### src/rtl/data_acq_scan_core_if.sv
// CPU/sensor-facing bus of the acquisition scan core.
// The core binds to the slave modport; the CPU/sensor side drives through master.
interface data_acq_scan_core_if #(
  parameter int NUM_CH     = 8,
  parameter int DATA_W     = 16,
  parameter int FIFO_DEPTH = 8
);
  localparam int LVL_W = $clog2(FIFO_DEPTH + 1);

  logic                     CmdWr;
  logic [31:0]              CPUCommand;
  logic [NUM_CH-1:0]        SensorReq;
  logic [NUM_CH-1:0]        SensorValid;
  logic [NUM_CH*DATA_W-1:0] SensorData;
  logic                     ResultPop;
  logic [31:0]              ResultForCPU;
  logic [3:0]               StatusBits;
  logic [LVL_W-1:0]         FifoLevel;

  modport master (
    output CmdWr, CPUCommand, SensorValid, SensorData, ResultPop,
    input  SensorReq, ResultForCPU, StatusBits, FifoLevel
  );

  modport slave (
    input  CmdWr, CPUCommand, SensorValid, SensorData, ResultPop,
    output SensorReq, ResultForCPU, StatusBits, FifoLevel
  );
endinterface

### src/rtl/data_acq_scan_core.sv
// Multi-channel sensor scan engine: sequences through masked channels, averages
// 2^n samples (or times out) per channel and queues results in a FWFT FIFO.
module data_acq_scan_core #(
  parameter int NUM_CH     = 8,
  parameter int DATA_W     = 16,
  parameter int FIFO_DEPTH = 8
) (
  input  logic                 Clk,
  input  logic                 En,
  data_acq_scan_core_if.slave  bus
);
  localparam int ACC_W = DATA_W + 3;
  localparam int PTR_W = (FIFO_DEPTH > 1) ? $clog2(FIFO_DEPTH) : 1;
  localparam int LVL_W = $clog2(FIFO_DEPTH + 1);

  typedef enum logic [1:0] {IDLE, SAMPLE, PUSH} state_t;

  state_t state_reg, state_next;

  // Captured command
  logic              cont_reg;
  logic [NUM_CH-1:0] mask_reg;
  logic [1:0]        avg_reg;
  logic [11:0]       thr_reg;
  logic [2:0]        ch_reg;

  // Per-channel accumulation
  logic [ACC_W-1:0]  acc_reg;
  logic [3:0]        cnt_reg;
  logic [11:0]       tcnt_reg;
  logic [DATA_W-1:0] res_value_reg;
  logic [2:0]        res_err_reg;

  logic err_reg, ovf_reg;

  // FIFO
  logic [31:0]      mem [FIFO_DEPTH];
  logic [PTR_W-1:0] wr_ptr_reg, rd_ptr_reg;
  logic [LVL_W-1:0] level_reg;

  // Command decode
  logic [1:0]        cmd_mode;
  logic [NUM_CH-1:0] cmd_mask;
  logic              run_cmd, stop_cmd, bad_cmd, clr_cmd, start;
  logic              cmd_unused;

  assign cmd_mode   = bus.CPUCommand[31:30];
  assign cmd_mask   = bus.CPUCommand[22 +: NUM_CH];
  assign run_cmd    = bus.CmdWr && (cmd_mode == 2'b01 || cmd_mode == 2'b10);
  assign stop_cmd   = bus.CmdWr && (cmd_mode == 2'b00);
  assign clr_cmd    = bus.CmdWr && bus.CPUCommand[1];
  assign bad_cmd    = (bus.CmdWr && cmd_mode == 2'b11) || (run_cmd && cmd_mask == '0);
  assign start      = run_cmd && (cmd_mask != '0) && (state_reg == IDLE);
  assign cmd_unused = ^{bus.CPUCommand[29:22], bus.CPUCommand[7:2], bus.CPUCommand[0]};

  function automatic logic [2:0] lowest_set(input logic [NUM_CH-1:0] m);
    lowest_set = 3'd0;
    for (int i = NUM_CH - 1; i >= 0; i--) begin
      if (m[i]) lowest_set = i[2:0];
    end
  endfunction

  // Per-channel views: sample slices and mask bits strictly above the active channel
  logic [DATA_W-1:0] ch_data [NUM_CH];
  logic [NUM_CH-1:0] above_mask;
  logic              has_above;

  generate
    for (genvar gi = 0; gi < NUM_CH; gi++) begin : g_ch
      assign ch_data[gi]    = bus.SensorData[gi*DATA_W +: DATA_W];
      assign above_mask[gi] = mask_reg[gi] && (3'(gi) > ch_reg);
    end
  endgenerate

  assign has_above = |above_mask;

  logic              valid_sel;
  logic [DATA_W-1:0] data_sel;
  logic [ACC_W-1:0]  acc_sum;
  logic [3:0]        target;
  logic              sample_done, timeout_hit;

  assign valid_sel   = bus.SensorValid[ch_reg];
  assign data_sel    = ch_data[ch_reg];
  assign acc_sum     = acc_reg + ACC_W'(data_sel);
  assign target      = 4'd1 << avg_reg;
  assign sample_done = (state_reg == SAMPLE) && valid_sel && ((cnt_reg + 4'd1) == target);
  assign timeout_hit = (state_reg == SAMPLE) && !valid_sel && (thr_reg != 12'd0) &&
                       ((tcnt_reg + 12'd1) >= thr_reg);

  // FSM: state register
  always_ff @(posedge Clk or negedge En) begin
    if (!En) state_reg <= IDLE;
    else     state_reg <= state_next;
  end

  // FSM: next state; a stop command overrides everything
  always_comb begin
    state_next = state_reg;
    case (state_reg)
      IDLE:    if (start) state_next = SAMPLE;
      SAMPLE:  if (sample_done || timeout_hit) state_next = PUSH;
      PUSH:    state_next = (has_above || cont_reg) ? SAMPLE : IDLE;
      default: state_next = IDLE;
    endcase
    if (stop_cmd) state_next = IDLE;
  end

  // FSM: outputs
  logic [NUM_CH-1:0] sensor_req;
  logic              busy;

  always_comb begin
    sensor_req = '0;
    busy       = 1'b0;
    case (state_reg)
      SAMPLE: begin
        sensor_req = NUM_CH'(1) << ch_reg;
        busy       = 1'b1;
      end
      PUSH:    busy = 1'b1;
      default: ;
    endcase
  end

  // Command capture, channel sequencing and accumulation
  always_ff @(posedge Clk or negedge En) begin
    if (!En) begin
      cont_reg      <= 1'b0;
      mask_reg      <= '0;
      avg_reg       <= 2'd0;
      thr_reg       <= 12'd0;
      ch_reg        <= 3'd0;
      acc_reg       <= '0;
      cnt_reg       <= 4'd0;
      tcnt_reg      <= 12'd0;
      res_value_reg <= '0;
      res_err_reg   <= 3'd0;
    end else begin
      if (start) begin
        cont_reg <= (cmd_mode == 2'b10);
        mask_reg <= cmd_mask;
        avg_reg  <= bus.CPUCommand[21:20];
        thr_reg  <= bus.CPUCommand[19:8];
        ch_reg   <= lowest_set(cmd_mask);
      end
      if (state_reg == SAMPLE) begin
        if (valid_sel) begin
          acc_reg  <= acc_sum;
          cnt_reg  <= cnt_reg + 4'd1;
          tcnt_reg <= 12'd0;
        end else begin
          tcnt_reg <= tcnt_reg + 12'd1;
        end
        if (sample_done) begin
          res_value_reg <= DATA_W'(acc_sum >> avg_reg);
          res_err_reg   <= 3'b001;
        end else if (timeout_hit) begin
          res_value_reg <= '0;
          res_err_reg   <= 3'b111;
        end
      end
      if (state_reg == PUSH)
        ch_reg <= has_above ? lowest_set(above_mask) : lowest_set(mask_reg);
      // Fresh accumulation every time a channel is (re)entered
      if (state_next == SAMPLE && state_reg != SAMPLE) begin
        acc_reg  <= '0;
        cnt_reg  <= 4'd0;
        tcnt_reg <= 12'd0;
      end
    end
  end

  // FIFO control
  logic        push_req, pop_ok, full, wr_ok, push_drop;
  logic [31:0] entry;

  assign push_req  = (state_reg == PUSH);
  assign pop_ok    = bus.ResultPop && (level_reg != '0);
  assign full      = (level_reg == LVL_W'(FIFO_DEPTH));
  // A pop in the same cycle frees the slot, so a full FIFO still accepts the push
  assign wr_ok     = push_req && (!full || pop_ok);
  assign push_drop = push_req && full && !pop_ok;
  assign entry     = {16'(res_value_reg), res_err_reg, ch_reg, 9'd0, 1'b1};

  always_ff @(posedge Clk) begin
    if (wr_ok) mem[wr_ptr_reg] <= entry;
  end

  always_ff @(posedge Clk or negedge En) begin
    if (!En) begin
      wr_ptr_reg <= '0;
      rd_ptr_reg <= '0;
      level_reg  <= '0;
    end else begin
      if (wr_ok)  wr_ptr_reg <= wr_ptr_reg + PTR_W'(1);
      if (pop_ok) rd_ptr_reg <= rd_ptr_reg + PTR_W'(1);
      level_reg <= level_reg + LVL_W'(wr_ok) - LVL_W'(pop_ok);
    end
  end

  // Sticky flags: a set in the same cycle as a clear wins
  always_ff @(posedge Clk or negedge En) begin
    if (!En) begin
      err_reg <= 1'b0;
      ovf_reg <= 1'b0;
    end else begin
      if (clr_cmd) begin
        err_reg <= 1'b0;
        ovf_reg <= 1'b0;
      end
      if (bad_cmd || timeout_hit) err_reg <= 1'b1;
      if (push_drop)              ovf_reg <= 1'b1;
    end
  end

  assign bus.SensorReq    = sensor_req;
  assign bus.ResultForCPU = (level_reg != '0) ? mem[rd_ptr_reg] : 32'd0;
  assign bus.StatusBits   = {busy, err_reg, ovf_reg, level_reg != '0};
  assign bus.FifoLevel    = level_reg;

endmodule

### src/flat_wrapper.sv
// flat-port wrapper written by rule: the top's interface ports become plain ports
module data_acq_scan_core_flat 
#(
  parameter int NUM_CH     = 8,
  parameter int DATA_W     = 16,
  parameter int FIFO_DEPTH = 8
)
  (Clk, En, bus_CmdWr, bus_CPUCommand, bus_SensorValid, bus_SensorData, bus_ResultPop, bus_SensorReq, bus_ResultForCPU, bus_StatusBits, bus_FifoLevel);
  data_acq_scan_core_if #(.NUM_CH(NUM_CH), .DATA_W(DATA_W), .FIFO_DEPTH(FIFO_DEPTH)) bus_i ();
  input  logic Clk;
  input  logic En;
  input wire logic [$bits(bus_i.CmdWr)-1:0] bus_CmdWr;
  input wire logic [$bits(bus_i.CPUCommand)-1:0] bus_CPUCommand;
  input wire logic [$bits(bus_i.SensorValid)-1:0] bus_SensorValid;
  input wire logic [$bits(bus_i.SensorData)-1:0] bus_SensorData;
  input wire logic [$bits(bus_i.ResultPop)-1:0] bus_ResultPop;
  output wire logic [$bits(bus_i.SensorReq)-1:0] bus_SensorReq;
  output wire logic [$bits(bus_i.ResultForCPU)-1:0] bus_ResultForCPU;
  output wire logic [$bits(bus_i.StatusBits)-1:0] bus_StatusBits;
  output wire logic [$bits(bus_i.FifoLevel)-1:0] bus_FifoLevel;
  assign bus_i.CmdWr = bus_CmdWr;
  assign bus_i.CPUCommand = bus_CPUCommand;
  assign bus_i.SensorValid = bus_SensorValid;
  assign bus_i.SensorData = bus_SensorData;
  assign bus_i.ResultPop = bus_ResultPop;
  assign bus_SensorReq = bus_i.SensorReq;
  assign bus_ResultForCPU = bus_i.ResultForCPU;
  assign bus_StatusBits = bus_i.StatusBits;
  assign bus_FifoLevel = bus_i.FifoLevel;
  data_acq_scan_core #(.NUM_CH(NUM_CH), .DATA_W(DATA_W), .FIFO_DEPTH(FIFO_DEPTH)) u_core (.Clk(Clk), .En(En), .bus(bus_i));
endmodule
### config.mk
export PLATFORM = sky130hd
export DESIGN_NAME = data_acq_scan_core_flat
export DESIGN_NICKNAME = d
export VERILOG_FILES = /design/src/rtl/data_acq_scan_core_if.sv /design/src/rtl/data_acq_scan_core.sv /design/src/flat_wrapper.sv
export SDC_FILE = /design/constraint.sdc
export NUM_CORES = 1
export LEC_CHECK = 0
export CAP_MARGIN = 20
export CORE_MARGIN = 2
export CORE_UTILIZATION = 54
export CTS_BUF_LIST = sky130_fd_sc_hd__clkbuf_16
export CTS_CLUSTER_DIAMETER = 200
export DETAILED_ROUTE_END_ITERATION = 6
export HOLD_SLACK_MARGIN = 0.15
export PLACE_DENSITY = 0.77
export SLEW_MARGIN = 10
export SYNTH_ARGS = -nofsm -noshare
export SYNTH_HDL_FRONTEND = slang
export SYNTH_SLANG_ARGS = --single-unit
### constraint.sdc
create_clock -name Clk -period 4.9 [get_ports Clk]
set_input_delay 0.98 -clock Clk [delete_from_list [all_inputs] [get_ports Clk]]
set_output_delay 0.98 -clock Clk [all_outputs]
set_load 0.1 [all_outputs]
; Word-level counts from Yosys, hierarchy flattened
; Memory sizes are Yosys's and may differ from the RTL's.
; Index checks and enable logic that the tools add are counted.
[word_totals]
register_bits = 94
mem_bits_rw = 176
input_bits = 172
word_cells = 156
mem_count = 1
[mem_list]
columns = memory, words, width, read_ports, rd_ports_with_merged_regs, write_ports, line_no
row1 = u_core.mem, 8, 22, 1, 0, 1, data_acq_scan_core.sv:37  ; logic [31:0] mem [FIFO_DEPTH];
[classes]
add_sub_neg = 7
order_cmp = 11
n_eq_ne = 9
n_shift = 3
n_mux = 58
bitwise_logic = 1
reduce_logical = 50
[op_table]
columns = cell, count
row1 = $mux W3, 29
row2 = $mux W16, 4
row3 = $mux W19, 3
row4 = $bmux W16 S3, 1
row5 = $mux W12, 3
row6 = $mux W32, 1
row7 = $logic_and A1 B1 Y1, 25
row8 = $add A19 B16 Y19, 1
row9 = $shr A19 B2 Y16, 1
row10 = $add A12 B1 Y12 const B, 1
row11 = $ge A12 B12 Y1, 1
row12 = $gt A3 B3 Y1 const A, 4
row13 = $mux W4, 3
row14 = $reduce_bool A12 Y1, 1
row15 = $reduce_bool A2 Y1, 6
row16 = $logic_not A8 Y1, 1
row17 = $mux W1, 8
row18 = $mux W8, 1
row19 = $reduce_bool A8 Y1, 1
row20 = $reduce_or A8 Y1, 1
row21 = $shl A1 B3 Y8 const A, 1
row22 = $add A3 B1 Y3 const B, 2
row23 = $eq A2 B1 Y1 const B, 3
row24 = $eq A2 B2 Y1 const B, 3
row25 = 21 further kinds, 34

; Logic depth before layout (Yosys ltp)
[logic_depth]
word_depth = 14
ltp_mapped = 15
mapped_depth_nobuf = 14

; Worst setup path after synthesis
; OpenSTA, ideal clock, no wires.
[synth_timing]
kind = reg-to-reg
startpoint = reg u_core.level_reg[2], in the netlist u_core.bus.FifoLevel[2]
endpoint = mem u_core.mem[1][0] (netlist name) (enable)
arrival_ns = 4.500
setup_slack_ns = -0.025
path_stages_with_launch = 9
synth_period_minus_slack_ns = 4.925
path_cell_list = dfrtp_1 > inv_1 > ha_1 > and2_0 > inv_1 > nand2_1 > a31oi_1 > nand2_1 > nor3_1
[synth_between]
elab_chain_len = 6
word_cells_on_any_way = 8
[synth_lines]
columns = item, line_no
row1 = start: declaration, data_acq_scan_core.sv:39  ; logic [LVL_W-1:0] level_reg;
row2 = start signal: assignment, data_acq_scan_core.sv:198  ; level_reg <= level_reg + LVL_W'(wr_ok) - LVL_W'(pop_ok);
row3 = $eq A4 B4 Y1 or $reduce_bool A4 Y1 (tied branches), "data_acq_scan_core.sv:180, data_acq_scan_core.sv:179"
row4 = $logic_not A1 Y1 or $logic_and A1 B1 Y1 (tied branches), "data_acq_scan_core.sv:182, data_acq_scan_core.sv:179"
row5 = $logic_or A1 B1 Y1 *, data_acq_scan_core.sv:182  ; assign wr_ok = push_req && (!full || pop_ok);
row6 = $logic_and A1 B1 Y1 *, data_acq_scan_core.sv:182
row7 = named net u_core.wr_ok, data_acq_scan_core.sv:175  ; logic push_req, pop_ok, full, wr_ok, push_drop;
row8 = $mux W1 *, data_acq_scan_core.sv:187  ; if (wr_ok) mem[wr_ptr_reg] <= entry;
row9 = $mux W1 (not written as such) *, data_acq_scan_core.sv:187
row10 = end: declaration, data_acq_scan_core.sv:37
; Mark *: on every way through the listed nets, which the timed path passes. The rest lies on a longest branch.

; Worst setup path in the final report
[layout_timing]
startpoint = in bus_SensorData[80]
endpoint = reg u_core.res_value_reg[15]
[layout_between]
elab_chain_len = 6
[layout_lines]
columns = item, line_no
row1 = start: declaration, flat_wrapper.sv:15  ; input wire logic [$bits(bus_i.SensorData)-1:0] bus_SensorData;
row2 = $bmux W16 S3, data_acq_scan_core.sv:84  ; assign data_sel = ch_data[ch_reg];
row3 = $mux W16 (not written as such) (2 in a row), data_acq_scan_core.sv:84
row4 = $add A19 B16 Y19, data_acq_scan_core.sv:85  ; assign acc_sum = acc_reg + ACC_W'(data_sel);
row5 = $shr A19 B2 Y16, data_acq_scan_core.sv:156  ; res_value_reg <= DATA_W'(acc_sum >> avg_reg);
row6 = $mux W16, data_acq_scan_core.sv:155  ; if (sample_done) begin
row7 = end signal: assignment, data_acq_scan_core.sv:156
row8 = end: declaration, data_acq_scan_core.sv:31  ; logic [DATA_W-1:0] res_value_reg;
; No other way between the ends. The select of a mux whose other input is x is not followed.
; A chain may end at the register's enable or synchronous reset.

==> results.sh <==
export IMPL_status="finished, final reports clean"
export IMPL_start_util_pct=54.9
export IMPL_avgSynthCellArea_um2=12.7
export IMPL_slew_viol_final=0
export IMPL_critical_path_arrival_ps=4620
export IMPL_core_mm2=0.0252
export IMPL_synthesis_area_mm2=0.0138
export IMPL_ys_seq_elements=261
export IMPL_htree_levels=1
export IMPL_fin_crit_sh_pct=85.6
export IMPL_yosys_warnings=0
export IMPL_skew_ps=22.4
export IMPL_dieArea_mm2=0.0269
export IMPL_r2r_start="u_core.ch_reg[0]"
export IMPL_gr_total_overflow=0
export IMPL_num_vias=9593
export IMPL_vias_per_cell=5.89
export IMPL_cts_buffers=26
export IMPL_rsz0062_at_grt="no"
export IMPL_cts_resized=0
export IMPL_cts_setup_buffers=0
export IMPL_fin_crit_ps=4200
export IMPL_routedWlPerCell_um=19.9
export IMPL_gp_congestion=0.833
export IMPL_synth_edff_count=168
export IMPL_drc=0
export IMPL_setup_worst_path_end="u_core.res_value_reg[15]"
export IMPL_crit_type="input port to flip-flop"
export IMPL_min_path_type="flip-flop to flip-flop"
export IMPL_syn2layout_area_growth_pct=21.9
export IMPL_post_route_util_pct=66.9
export IMPL_finalHoldViolations=0
export IMPL_clkLatencyLatePin_ps=530
export IMPL_antenna_found_initial=0
export IMPL_path_max_fanout=7
export IMPL_r2r_end="u_core.res_value_reg[10]"
export IMPL_grt_max_degree=65
export IMPL_path_clk_slew_ps=60
export IMPL_min_from="u_core.ovf_reg"
export IMPL_fill_cells=1860
export IMPL_end_kind="flip-flop"
export IMPL_rows=58
export IMPL_cts_sinks=261
export IMPL_portBuffers=203
export IMPL_async_flop_share_pct=35.6
export IMPL_yosys_cell_types_count=80
export IMPL_ys_flop_type="edfxtp_1"
export IMPL_mostFrequentLayoutCell="clkdlybuf4s50_1"
export IMPL_relSlewSlack_pct=32.7
export IMPL_critPathLaunchType="input port"
export IMPL_max_freq_mhz=238
export IMPL_max_cap_viol_count=0
export IMPL_irDropWorstVdd_v=0.000661
export IMPL_final_layout_size_suffix_gt1_share_pct=16.4
export IMPL_finalSetupTns_ps=0
export IMPL_antenna_cells=0
export IMPL_clock_root_buffer="clkbuf_16"
export IMPL_reg2reg_depth=11
export IMPL_grt_pass1_vias=9544
export IMPL_drt_total_wl_mm=32.3
export IMPL_p_per_area_mw_per_mm2=698
export IMPL_synthCells=1085
export IMPL_dp_hpwl_mm=22.6
export IMPL_cts_tree="yes"
export IMPL_clock_path_buffers=3
export IMPL_final_cell_mix="clkdlybuf4s50_1, edfxtp_1, nand2_1"
export IMPL_ant_nets=0
export IMPL_grtUsageTotal_pct=24.4
export IMPL_drt_pass1_iter_count=5
export IMPL_die_height_um=164
export IMPL_ioPinCount=220
export IMPL_worst_slew_pin_slew_ps=1010
export IMPL_critPathLaunch="bus_SensorData[80]"
export IMPL_drtIter0Drc=586
export IMPL_r2r_slack_ps=740
export IMPL_largest_register_ffs=168
export IMPL_synth_seq_area_share_pct=53.4
export IMPL_grt_pass1_wl_mm=50.6
export IMPL_leakage_nw=6.52
export IMPL_fin_nets=1498
export IMPL_die_w_um=164
export IMPL_hold_buffers=0
export IMPL_setup_viol=0
export IMPL_required_ps=5320
[through the flow]
step | cells | worst slack [ps] | hold WS [ps] | total power, W | area, um^2
floorplan | 1093 | 423 | 447 | 0.00849 | 13900
global placement | 1580 | 221 | 469 | 0.00982 | 16100
detailed placement | 1580 | 152 | 469 | 0.00994 | 16100
CTS | 1627 | 702 | 484 | 0.0118 | 16800
global route | 1628 | 393 | 528 | 0.0125 | 16800
finish | 1628 | 704 | 478 | 0.0118 | 16800
[Yosys cell counts, drive strengths merged (4+ instances only)]
master   instances  share of area, %
inv             41               1.1
o21ai           60               2.3
o31ai            5              0.27
mux4            75                12
nor2b            5              0.23
or3              5              0.23
o211a            5              0.36
nor3            16              0.66
dfrtp           93                17
a2111oi          5              0.37
nand3           17              0.62
o211ai           9              0.53
mux2            24               2.0
a21o            11              0.62
a211oi          11              0.67
a22o             8              0.51
nand4            4              0.18
mux2i           27               2.0
a31oi            9              0.41
buf             42               1.9
o22ai            8              0.41
nand2          114               3.1
xor2            17               1.1
o21a             5              0.28
xnor2           18               1.1
and3            11              0.50
nand2b          14              0.63
o311ai           4              0.25
and2             7              0.32
edfxtp         168                37
nor2            74               2.1
ha              45               4.1
nor4             5              0.23
clkbuf          28              0.76
a21oi           54               2.0
[layer usage]
metal / GRT usage, % / vias up / share of wire, %
li1: - / 4472 / -
met1: 31.4 / 4743 / 40
met2: 43.9 / 340 / 52
met3: 3.64 / 38 / 5.8
met4: 5.22 / 0 / 1.6
met5: 0 / - / 0
[layout make-up]
class	instances	area [um^2]	area share, %
timing repair buffer	228	2160	12.8
tap	330	413	2.45
clock buffer	27	676	4.01
multi-input combinational	720	5960	35.4
sequential	261	7380	43.8
inverter	42	158	0.936
clock inverter	20	92.6	0.550
[cells by family after synthesis]
kind of cell / share of synthesized area [%]
AO/OA/AOI/OAI: 10.8
AND/OR/NAND/NOR: 9.27
multiplexers: 16.1
other: 0.0271
adder cells (fa/ha/maj): 4.37
XOR/XNOR: 2.22
flip-flops: 53.4
buffers and inverters: 3.77
[where the power goes]
group	internal (W)	switching (W)
combinational	0.00237	0.00415
clock	0.000993	0.000808
sequential	0.00287	0.000564
total	0.00623	0.00552
[worst max-delay path: stages]
cell and delay [ps]:
clkdlybuf4s50_1 440, mux4_2 470, mux2_2 300, ha_1 220, fa_1 450, a211oi_2 300
o211ai_2 170, a211oi_2 400, o21ai_4 130, a2111oi_0 460, o211ai_1 160, o311ai_1 120
[worst min-delay path by stage]
stage | to | cells after the start
final | u_core.ovf_reg | 2
after global routing | u_core.err_reg | 1
after CTS | u_core.ovf_reg | 2
after detailed placement | u_core.ovf_reg | 2
after global placement | u_core.ovf_reg | 2
after floorplan | u_core.cont_reg | 2
Power figures use the tool's default switching activity.
